--- config.mk ---
export PLATFORM = sky130hd
export DESIGN_NAME = mole_spawner
export DESIGN_NICKNAME = d
export VERILOG_FILES = /design/src/rtl/mole_spawner.sv
export SDC_FILE = /design/constraint.sdc
export NUM_CORES = 1
export LEC_CHECK = 0
export ABC_AREA = 0
export CAP_MARGIN = 30
export CELL_PAD_IN_SITES_DETAIL_PLACEMENT = 0
export CELL_PAD_IN_SITES_GLOBAL_PLACEMENT = 1
export CORE_MARGIN = 5
export CORE_UTILIZATION = 40
export CTS_BUF_LIST = sky130_fd_sc_hd__clkbuf_4 sky130_fd_sc_hd__clkbuf_8
export DETAILED_ROUTE_END_ITERATION = 10
export DONT_BUFFER_PORTS = 1
export HOLD_SLACK_MARGIN = 0.1
export PLACE_DENSITY_LB_ADDON = 0.1
export SLEW_MARGIN = 15
export SYNTH_ARGS = -nofsm -noshare
export SYNTH_HDL_FRONTEND = slang
export SYNTH_SLANG_ARGS = --single-unit
--- constraint.sdc ---
create_clock -name clk -period 9.5 [get_ports clk]
set_clock_uncertainty 0.15 [all_clocks]
set_input_delay 1.9 -clock clk [delete_from_list [all_inputs] [get_ports clk]]
set_output_delay 1.9 -clock clk [all_outputs]
set_load 0.005 [all_outputs]
--- src/rtl/mole_spawner.sv ---
// mole_spawner: LFSR-placed moles with fixed lifetime, hit/miss tallies and run control.
// Optional feature macro MOLE_MISS_LIMIT_EN: end the game once misses reach MAX_MISSES.
module mole_spawner #(
  parameter int          N_MOLES      = 18,
  parameter int          SPAWN_PERIOD = 50,
  parameter int          MOLE_LIFE    = 100,
  parameter int          MAX_ACTIVE   = 4,
  parameter int          MAX_MISSES   = 5,
  parameter logic [15:0] SEED         = 16'hACE1
) (
  input  logic               clk,
  input  logic               rst_n,
  input  logic               start,
  input  logic [N_MOLES-1:0] hit_reg,
  output logic [N_MOLES-1:0] moles,
  output logic               running,
  output logic [7:0]         hits,
  output logic [7:0]         misses,
  output logic               game_over
);
  // state | meaning
  // IDLE  | waiting for start, moles held low
  // RUN   | spawning, aging and scoring moles
  // OVER  | miss limit reached, tallies frozen until start

  localparam int AW = (MOLE_LIFE > 1) ? $clog2(MOLE_LIFE) : 1;
  localparam int SW = $clog2(SPAWN_PERIOD);
  localparam int IW = $clog2(N_MOLES);
  localparam int CW = $clog2(N_MOLES + 1);
`ifdef MOLE_MISS_LIMIT_EN
  localparam bit MISS_LIMIT = 1'b1;
`else
  localparam bit MISS_LIMIT = 1'b0;
`endif

  typedef enum logic [1:0] {IDLE, RUN, OVER} state_t;

  state_t             state, state_nxt;
  logic [15:0]        lfsr, lfsr_adv;
  logic [SW-1:0]      spawn_cnt;
  logic [AW-1:0]      age [N_MOLES];
  logic [N_MOLES-1:0] hit_vec, exp_vec, moles_run;
  logic [CW-1:0]      n_raised;
  logic [IW-1:0]      cand;
  logic               spawn_tc, spawn_ok, miss_stop;
  logic [8:0]         hit_sum, miss_sum;
  logic [7:0]         hits_nxt, misses_nxt;

  function automatic logic [CW-1:0] popcnt(input logic [N_MOLES-1:0] v);
    logic [CW-1:0] n;
    n = '0;
    for (int i = 0; i < N_MOLES; i++) n = n + CW'(v[i]);
    return n;
  endfunction

  // Spawn decisions look only at the pre-update pattern, so dying moles still block.
  always_comb begin
    hit_vec = hit_reg & moles;
    exp_vec = '0;
    for (int i = 0; i < N_MOLES; i++)
      exp_vec[i] = moles[i] & ~hit_reg[i] & (age[i] == AW'(MOLE_LIFE - 1));
    n_raised  = popcnt(moles);
    cand      = IW'(lfsr % 16'(N_MOLES));
    spawn_tc  = (spawn_cnt == SW'(SPAWN_PERIOD - 1));
    spawn_ok  = spawn_tc && !moles[cand] && (n_raised < CW'(MAX_ACTIVE));
    moles_run = moles & ~hit_vec & ~exp_vec;
    if (spawn_ok) moles_run[cand] = 1'b1;
    hit_sum    = {1'b0, hits} + 9'(popcnt(hit_vec));
    miss_sum   = {1'b0, misses} + 9'(popcnt(exp_vec));
    hits_nxt   = hit_sum[8] ? 8'hFF : hit_sum[7:0];
    misses_nxt = miss_sum[8] ? 8'hFF : miss_sum[7:0];
    miss_stop  = MISS_LIMIT && (misses_nxt >= 8'(MAX_MISSES));
    lfsr_adv   = {1'b0, lfsr[15:1]} ^ (lfsr[0] ? 16'hB400 : 16'h0000);
  end

  always_ff @(posedge clk or negedge rst_n) begin
    if (!rst_n) state <= IDLE;
    else        state <= state_nxt;
  end

  always_comb begin
    state_nxt = state;
    unique case (state)
      IDLE:    if (start) state_nxt = RUN;
      RUN:     if (miss_stop) state_nxt = OVER;
      OVER:    if (start) state_nxt = RUN;
      default: state_nxt = IDLE;
    endcase
  end

  always_comb begin
    running = (state == RUN);
`ifdef MOLE_MISS_LIMIT_EN
    game_over = (state == OVER);
`else
    game_over = 1'b0;
`endif
  end

  always_ff @(posedge clk or negedge rst_n) begin
    if (!rst_n) begin
      lfsr      <= SEED;
      moles     <= '0;
      hits      <= '0;
      misses    <= '0;
      spawn_cnt <= '0;
      for (int i = 0; i < N_MOLES; i++) age[i] <= '0;
    end else if (state == RUN) begin
      moles     <= miss_stop ? '0 : moles_run;
      hits      <= hits_nxt;
      misses    <= misses_nxt;
      lfsr      <= lfsr_adv;
      spawn_cnt <= spawn_tc ? '0 : spawn_cnt + SW'(1);
      for (int i = 0; i < N_MOLES; i++) begin
        if (spawn_ok && (cand == IW'(i))) age[i] <= '0;
        else if (moles[i])                age[i] <= age[i] + AW'(1);
      end
    end else begin
      moles <= '0;
      if (start) begin
        hits      <= '0;
        misses    <= '0;
        spawn_cnt <= '0;
        lfsr      <= SEED;
        for (int i = 0; i < N_MOLES; i++) age[i] <= '0;
      end
    end
  end

endmodule

======== Word-level counts from Yosys, hierarchy flattened ========
Index checks and enable logic that the tools add are counted.
storage, ports and cells
  word-level logic and storage cells ...... 321
  register bits after elaboration ......... 184
  output and inout port bits .............. 36
  input port bits ......................... 21
operators by class
  add/subtract/negate cells ............... 72
  muxes and demuxes ....................... 57
  $lt $le $gt $ge ......................... 3
  equal/unequal tests ..................... 57
  bitwise operators ....................... 62
  divide/modulo/power cells ............... 1
  reductions and logical operators ........ 45
operators with widths
  kind                                                              count
  126-bit 2-to-1 mux                                                2
  7-bit 2-to-1 mux                                                  36
  5-bit by 1-bit adder with 5-bit output                            39
  7-bit by 1-bit adder with 7-bit output, second input constant     18
  7-bit == test, second input constant                              18
  18-bit AND                                                        3
  3-bit by 2-bit != test with 1-bit output, second input constant   18
  16-bit 2-to-1 mux                                                 3
  5-bit by 4-bit == test with 1-bit output, second input constant   8
  8-bit 2-to-1 mux                                                  5
  2-bit AND reduction                                               19
  1-bit AND                                                         36
  18-bit 2-to-1 mux                                                 2
  18-bit NOT                                                        2
  1-bit logical AND                                                 21
  5-bit by 3-bit == test with 1-bit output, second input constant   4
  1-bit NOT                                                         19
  8-bit by 5-bit adder with 9-bit output                            2
  6-bit 2-to-1 mux                                                  3
  18-bit bitwise OR                                                 1
  16-bit by 5-bit modulo with 16-bit output, second input constant  1
  15-bit by 16-bit XOR with 16-bit output                           1
  4-bit by 1-bit adder with 5-bit output                            3
  3-bit by 1-bit adder with 4-bit output                            3
  other kinds (23)                                                  30

======== Depth between registers and ports, before layout ========
  depth after elaboration ................. 23
  gate-level depth with buffers ........... 26
  depth with buffers taken out ............ 22

======== Worst setup path after synthesis ========
No wires, ideal clock.
  kind .................................... register -> register
  from .................................... register lfsr[11]
  to ...................................... register age[1] (netlist bit)
  arrival ................................. 6684 ps
  path buffers ............................ 1
  path slack .............................. 2527 ps
  stages on the path, launching flop included .. 24
  clock period less this slack ............ 6973 ps
  library setup time ...................... 139 ps
  data required time ...................... 9211 ps
  path through ............................ dfstp_2 or3b_1 a311oi_2 o21a_1 mux2_2 or4_1 buf_4 mux2_2 a221oi_1 o22ai_1 or3_1 mux2_2 o32ai_2 o41ai_4 and4b_4 o32a_4 and2_1 ha_1 a21bo_2 o211ai_4 o211ai_2 or4_1 a31oi_1 o22ai_1
on the way
  cells in the longest elaborated chain, start to end .. 9
  elaborated cells on any way between the ends .. 12
  classes of those cells .................. div (1); eq/ne (2); mux (4); reduce/logical (5)
ends and longest elaborated chain
  element                                                                                        RTL line  source
  start, declared                                                                                39        logic [15:0] lfsr, lfsr_adv;
  start signal, assigned                                                                         112       lfsr <= lfsr_adv;
  16-bit by 5-bit modulo with 16-bit output (*)                                                  63        cand = IW'(lfsr % 16'(N_MOLES));
  1-bit binary-select mux with 5-bit select                                                      65        spawn_ok = spawn_tc && !moles[cand] && (n_raised < CW'(MAX_ACTIVE));
  1-bit 2-to-1 mux (implied by the code)                                                         65
  1-bit zero test                                                                                65
  1-bit logical AND (2 in series)                                                                65
  1-bit logical AND (*)                                                                          115       if (spawn_ok && (cand == IW'(i))) age[i] <= '0;
  3-bit by 2-bit != test with 1-bit output (no source line) or 7-bit 2-to-1 mux (tied branches)  -
  2-bit AND reduction (no source line) or 126-bit 2-to-1 mux (tied branches)                     -
  end signal, assigned by index                                                                  116       else if (moles[i]) age[i] <= age[i] + AW'(1);
  end, declared                                                                                  41        logic [AW-1:0] age [N_MOLES];
Every way passes the cells marked *; elsewhere a longest branch is shown, timed or not. The select of a mux whose other input is x is not followed.
A chain may end at the register's enable or synchronous reset.

======== Worst setup path in the final report ========
  from .................................... register lfsr[15]
  to ...................................... register age[13] (netlist bit)
The elaborated chain is that of the path after synthesis.

==> impl_results.md <==
- Worst slew pin tran: 0.9348 ns
- Final HPWL DP: 27510 um
- Hold buffers post-CTS: 0
- Vias/cell: slightly above 6
- DR pass1 iterations: 5
- CP endpoint kind: flop
- Fmax: between 100 and 150 MHz
- Final ANT Viol Nets: 0
- Fillers: approximately 3500
- Synthesized area: 14230 sq um
- Core ar.: between 30000 and 40000 sq um
- CP arrival: approximately 8.5 ns
- Die area: just under 40000 sq um
- Root Buffer: clkbuf_8
- Number of global-route vias before repair: between 10000 and 15000
- Max Slew Vio Count: 0
- Crit path kind: reg2reg
- Critical path startpoint category: flop
- Gp weighted congestion: between 0.8 and 0.9
- Initial Util: 40.29%
- Die extent in x: 198.6 um
- RSZ-0062 raised after global routing: no
- Slew Limit Headroom: 37.68%
- Average size of a mapped cell: between 8 and 9 sq um
- Status: completed
- Post-synthesis register bit count: between 150 and 200
- Diode count: 0
- Drt first-iter violations: roughly 1000
- Sink Count: between 150 and 200
- Largest net degree at the start of global routing: between 150 and 200
- Fin util: a little over two fifths
- Min-Delay Path Class: reg2reg
- Clock-pin transition on the worst setup and hold timing paths: 0.10 ns
- Tcrit/Tclk final: 86.56%
- Multi-input logic area: around 9000 sq um
- CTS buffer count: 17
- Die height: ~200 um
- Nets: 1658
- Register area: roughly 4600 sq um
- Crit path max fanout: 35
- # IOs: 57
- Cell area after placement: approximately 14000 sq um
- Area growth syn-to-layout: 4.108%
- TNS Setup: 0 ns
- Final WL: ~40000 um
- Asr flop ratio synth: between 90% and 100%
- CTS tree: yes
- Final Non-Filler Cells: slightly above 2000
- Later-pin clock latency in the skew report: approximately 0.50 ns
- EDFF count, synth: 0
- Vias post-DR: around 12000
- Crit path required time: approximately 10 ns
- First-pass GRT wire length: roughly 65000 um
- Initial antenna violation count: 0
- Drt drc: 0
- Final Cell Area: around 15000 sq um
- Syn nets: about 1700
- Ys flop type: dfrtp_1
- Total grt overflow: 0
- Final Critical Period: 8.223 ns
- Register area share after synthesis: 32.26%
- # rows: roughly 70
- Cells after DPL: a little under 2000
- Post-synthesis cell count: 1616
- Warnings, synthesis: 0
- Max-Cap Viols: 0
- Final setup fails: 0
- Port buffer count: 0
- GR Util All Layers: 20.64%
- Post-CTS sizing: 0
- CTS max path bufs: 2
- Routed len/inst: 20.15 um
- FF-to-FF setup slack: 1.28 ns
- Htree depth: 4
- Post-CTS Setup Inserts: 0
- Netlist cell types: 113
- Share of layout cells above drive strength 1: between 7 and 8%
- Fin. Hold Viols: 0
-- synthesized netlist by cell type (17+ instances only) --
library cell,number,area [sq um]
xnor2_1,21,183.9
nand3_1,63,315.3
o21ai_0,78,390.4
a21oi_1,81,405.4
inv_1,70,262.8
o31ai_1,22,165.2
clkbuf_1,66,247.7
and2_1,17,106.4
xor2_1,17,148.9
nand4_1,42,262.8
ha_1,54,675.7
nor3_1,85,425.4
fa_1,37,740.7
nand2_1,181,679.4
a221o_1,53,530.5
dfrtp_1,175,4379
o21ai_1,19,95.09
nor2_1,78,292.8
and3_1,65,406.6
-- path summary, 6_finish.rpt --
| path | from | end | cells past startpoint |
|---|---|---|---|
| setup / recovery | lfsr[15] | age[13] | 22 |
| hold / removal | spawn_cnt[4] | spawn_cnt[4] | 1 |
| setup reg to reg | lfsr[15] | age[13] | 22 |
| hold reg to reg | spawn_cnt[4] | spawn_cnt[4] | 1 |
| max in group asynchronous | rst_n | lfsr[5] | 0 |
| min in group asynchronous | rst_n | misses[2] | 0 |
-- kinds of logic (layout without fill, tap and decap cells) --
group	count (synthesis)	in the layout	synth area share (%)
fa+ha+maj	91	91	9.956
flops	183	183	32.26
buf+inv	172	115	5.119
mux	19	19	1.390
simple gates	676	676	26.09
compound gates	436	436	22.81
other cells	1	1	0.02636
xor+xnor	38	38	2.339
-- layout by cell type, fill, tap and decap left out, drive strengths merged, types with 13 or more instances in the layout --
cell type and count:
a21o 14, a21oi 82, a221o 53, a31o 14
a31oi 16, a32o 13, and2 17, and3 65
clkbuf 19, dfrtp 175, fa 37, ha 54
inv 73, mux2i 13, nand2 181, nand3 68
nand3b 16, nand4 44, nor2 82, nor3 88
nor3b 13, nor4b 13, o21ai 97, o22ai 15
o31ai 22, xnor2 21, xor2 17
-- registers in the layout, summed over array words and instances (netlist names) --
name and count:
age 126, spawn_cnt 6, state 1, moles 18, misses 8, lfsr 16, hits 8
-- layout make-up --
type	instances	area share [%]
Sequential cell	183	31.01
Inverter	75	1.909
Clock inverter	14	0.8448
Multi-Input combinational cell	1261	60.20
Tap cell	461	3.895
Clock buffer	18	1.630
Timing Repair Buffer	8	0.5069
-- critical path, stage by stage, from the launching register on --
cell and delay (ns):
dfstp_2 0.92, nor2b_1 0.67, a21oi_2 0.16, o311a_1 0.31, mux2_2 0.26, or4_1 0.61
o31ai_1 0.46, a32o_2 0.30, nor3_1 0.13, o32ai_2 0.36, o311a_1 0.36, o32ai_2 0.16
o41ai_4 0.36, and4b_4 0.26, o32a_4 0.42, and2_1 0.18, ha_1 0.28, a21bo_2 0.23
o211ai_4 0.15, o211ai_2 0.31, nor3_1 0.57, nand2_1 0.21, a41o_1 0.27
-- metrics by stage --
stage | hold WS [ns] | worst slack [ns]
2_1_floorplan | 0.3233 | 2.527
3_3_place_gp | 0.3652 | 1.541
3_5_place_dp | 0.3572 | 1.365
4_1_cts | 0.3761 | 1.331
5_1_grt | 0.3966 | 0.6148
6_report | 0.3753 | 1.277
-- layer usage --
layer | up-vias | global-route usage, % | routed length, um
met5 | - | 0 | 0
met4 | 0 | 4.914 | 661
met2 | 259 | 32.88 | 19020
li1 | 5927 | - | -
met1 | 6054 | 29.21 | 19100
met3 | 33 | 3.963 | 1922
Power is left out: the tool's default activity adds up to more than one toggle a clock period on the data nets, which glitch-free logic cannot reach.
